$ cat config.mk
export PLATFORM = sky130hd
export DESIGN_NAME = pkt_framer_tx
export DESIGN_NICKNAME = d
export VERILOG_FILES = /design/src/rtl/pkt_framer_tx.sv
export SDC_FILE = /design/constraint.sdc
export NUM_CORES = 1
export LEC_CHECK = 0
export CORE_ASPECT_RATIO = 0.8
export CORE_MARGIN = 2
export CORE_UTILIZATION = 40
export DETAILED_ROUTE_END_ITERATION = 16
export GPL_ROUTABILITY_DRIVEN = 0
export PLACE_DENSITY = 0.67
export SLEW_MARGIN = 25
export SYNTH_ARGS = -nofsm -noshare
export SYNTH_HDL_FRONTEND = slang
export SYNTH_SLANG_ARGS = --single-unit
$ cat constraint.sdc
create_clock -name clock -period 2.42 [get_ports clock]
set_input_delay 0.242 -clock clock [delete_from_list [all_inputs] [get_ports clock]]
set_output_delay 0.242 -clock clock [all_outputs]
set_load 0.01 [all_outputs]
$ cat src/rtl/pkt_framer_tx.sv
// Packet framer: emits head, len data beats and tail per accepted request,
// with downstream hold, back-to-back packets and a completed-packet counter.
module pkt_framer_tx #(
    parameter int unsigned LEN_W = 4,
    parameter int unsigned CNT_W = 8
) (
    input  logic             clock,
    input  logic             reset,
    input  logic             start,
    input  logic [LEN_W-1:0] len,
    input  logic             hold,
    output logic             start_ready,
    output logic             valid,
    output logic             head,
    output logic             tail,
    output logic             done,
    output logic [CNT_W-1:0] pkt_count
);

    typedef enum logic [1:0] {
        IDLE = 2'b00,
        HEAD = 2'b01,
        DATA = 2'b10,
        TAIL = 2'b11
    } state_e;

    state_e           state_q, state_d;
    logic [LEN_W-1:0] rem_q, rem_d;
    logic             done_q, done_d;
    logic [CNT_W-1:0] cnt_q, cnt_d;
    logic             accept;

    always_ff @(posedge clock or negedge reset) begin
        if (!reset) begin
            state_q <= IDLE;
            rem_q   <= '0;
            done_q  <= 1'b0;
            cnt_q   <= '0;
        end else begin
            state_q <= state_d;
            rem_q   <= rem_d;
            done_q  <= done_d;
            cnt_q   <= cnt_d;
        end
    end

    always_comb begin
        accept  = start & start_ready;
        state_d = state_q;
        rem_d   = rem_q;
        done_d  = tail;
        cnt_d   = cnt_q + CNT_W'(tail);
        if (accept) begin
            rem_d = len;
        end
        unique case (state_q)
            IDLE: if (accept) state_d = HEAD;
            HEAD: if (valid) state_d = (rem_q != '0) ? DATA : TAIL;
            DATA: begin
                if (valid) begin
                    rem_d = rem_q - LEN_W'(1);
                    if (rem_q == LEN_W'(1)) state_d = TAIL;
                end
            end
            TAIL: if (valid) state_d = accept ? HEAD : IDLE;
            default: state_d = IDLE;
        endcase
    end

    always_comb begin
        valid       = (state_q != IDLE) & ~hold;
        head        = valid & (state_q == HEAD);
        tail        = valid & (state_q == TAIL);
        start_ready = (state_q == IDLE) | ((state_q == TAIL) & ~hold);
        done        = done_q;
        pkt_count   = cnt_q;
    end

endmodule

==> flow_metrics.tcl <==
set metrics [dict create \
    ant_nets 0 \
    dr.pass1.iters 4 \
    antenna_found_initial 0 \
    io_pins 21 \
    cap_viol_max_count 0 \
    cts.path.max_buffers 2 \
    syn_area_um2 832.0 \
    setup_tns_ns 0 \
    cts_hold_buf 0 \
    worstRegToRegCells 9 \
    path_clk_slew_ns 0.08 \
    grt-ovfl-total 0 \
    endpoint_kind "primary output" \
    wl_per_cell_um 12.67 \
    drt_iter0_markers 6 \
    grt_max_degree 16 \
    max_freq_mhz 447.1 \
    numCtsBuffers 3 \
    vias 584 \
    ys_warn_count 0 \
    r2r-end "pkt_count[6]" \
    initial_core_util_pct 43.18 \
    reg2reg_from "state_q[0]" \
    syn_avg_cell_area_um2 11.72 \
    grt_setup_unrepaired "false" \
    grt_pass1_vias 576 \
    outcome "complete, no violations" \
    ys_seq_elements 15 \
    root_buffer "clkbuf_4" \
    layout_commonest_cell "clkdlybuf4s50_1" \
    worstSetupPathType "reg -> out" \
    hold_class "in -> async" \
    syn-num-nets 87 \
    grt.total_usage_pct 15.42 \
    die_height_um 44.80 \
    clock_skew_ns 0.002044 \
    final_nets 112 \
    grt_pass1_wl_um 2587 \
    diodes 0 \
    slew_headroom_pct 56.76 \
    final-hold-violation-count 0 \
    via_per_inst 4.908 \
    p_leak_uw 0.0005124 \
    dp_hpwl_um 1173 \
    cts_resized 0 \
    tightestPinTransition_ns 0.6465 \
    num_rows 14 \
    dieArea_um2 2463 \
    wl_um 1508 \
    cts_tree "built" \
    ir_drop_uv 607.0 \
    setup_viol 0 \
    htreeDepth 1 \
    yosysUniqueCellTypes 30 \
    p_per_area_nw_per_um2 1083 \
    timing_max_transition_violations_final 0 \
    crit_fanout 7 \
    synthToLayoutAreaGrowth_pct 30.83 \
    syn_inst 71 \
    cts_setup_buffers 0 \
    reg2reg_slack_ns 0.34 \
    fin_crit_sh_pct 92.41 \
    io_buffer_count 20 \
    final_util_pct 56.49 \
    core_um2 1927 \
    cts.sinks 15 \
    layout_common_cells "20 x clkdlybuf4s50_1, 15 x dfrtp_1, 8 x ha_1" \
    min_period_ns 2.236 \
    clock_latency_ns 0.28 \
    cp-start-kind "flip-flop" \
    cp.required_ns 2.18 \
    final_layout_size_suffix_gt1_share_pct 14.74 \
    ys_seq_area_share_pct 45.11 \
    cp_data_arrival_time_ns 1.99 \
    die_width_um 54.99 \
    drc 0 \
]
## per-layer routing
layer | vias to the layer above | part of all wire (%) | global-route usage (%)
li1 | 304 | - | -
met1 | 263 | 53 | 21.66
met2 | 15 | 39 | 20.00
met3 | 2 | 6.5 | 6.954
met4 | 0 | 0.93 | 7.317
met5 | - | 0 | 0
## per-stage QoR
stage / setup WS [ns] / std cells / power, µW / hold slack [ns] / area (µm²)
after floorplan: 0.4463 / 71 / 823.1 / -0.05359 / 832.0
after global routing: 0.03565 / 119 / 1297 / 0.3993 / 1089
after detailed placement: 0.3183 / 115 / 1046 / 0.4868 / 1062
after CTS: 0.1570 / 119 / 1198 / 0.3723 / 1089
after global placement: 0.3844 / 115 / 1041 / 0.4608 / 1062
final: 0.1836 / 119 / 1179 / 0.3490 / 1089
## sequential cells by signal (all words and copies together) (netlist names)
signal and count:
pkt_count 8, rem_q 4, state_q 2, done 1
## power by group
group          switching [µW]  internal [µW]  total [µW]
clock                    77.8           64.1         142
combinational             279            333         612
sequential               83.5            342         425
## area by class of cell
class                      count  area, µm²
fill                         186      838.3
multi-input combinational     51      437.9
sequential                    15      375.4
timing repair buffer          20      200.2
tap                           24      30.03
clock buffer                   4      26.28
inverter                       5      18.77
## cell usage after synthesis
master | number | area share [%]
a21oi_1 | 1 | 0.60
a221o_1 | 1 | 1.2
a32oi_1 | 2 | 2.1
and2_2 | 2 | 1.8
and3_1 | 1 | 0.75
and4_1 | 1 | 1.1
dfrtp_1 | 15 | 45
ha_1 | 8 | 12
inv_1 | 5 | 2.3
mux2_2 | 2 | 2.7
mux2_4 | 1 | 1.8
mux2i_1 | 3 | 3.6
nand2_1 | 3 | 1.4
nand2_4 | 1 | 1.4
nand3_1 | 4 | 2.4
nand4_1 | 2 | 1.5
nor2_1 | 2 | 0.90
nor2_4 | 1 | 1.4
nor2b_2 | 1 | 1.1
nor3_1 | 1 | 0.60
nor3b_1 | 1 | 0.90
o211ai_1 | 1 | 0.90
o21a_2 | 1 | 1.1
o21ai_0 | 1 | 0.60
o21ai_1 | 1 | 0.60
o221a_1 | 1 | 1.4
o41ai_2 | 1 | 2.0
or2_2 | 1 | 0.75
xnor2_1 | 4 | 4.2
xor2_1 | 2 | 2.1
## critical path: stages, from the launching register on
cell and delay [ns]:
dfrtp_1 0.40, inv_1 0.08, ha_1 0.28, nor2_4 0.21, and2_2 0.21, clkdlybuf4s50_1 0.54
## worst max path at each step
stage,startpoint,endpoint,slack (ns),cells past startpoint
after floorplan,state_q[0],pkt_count[6],0.45,9
final,state_q[0],tail,0.18,5
after global routing,state_q[0],tail,0.04,5
after CTS,state_q[0],tail,0.16,5
after global placement,hold,pkt_count[6],0.38,8
after detailed placement,hold,pkt_count[6],0.32,8
## kinds of logic (layout without fill, tap and decap cells)
logic type | Yosys count | in the layout | synth area share, %
compound gates | 10 | 10 | 10.38
flops | 15 | 15 | 45.11
xor+xnor | 6 | 6 | 6.316
simple gates | 21 | 21 | 15.79
buf+inv | 5 | 29 | 2.256
mux | 6 | 6 | 8.120
fa+ha+maj | 8 | 8 | 12.03
No activity file was read; power rests on OpenSTA's default activity.
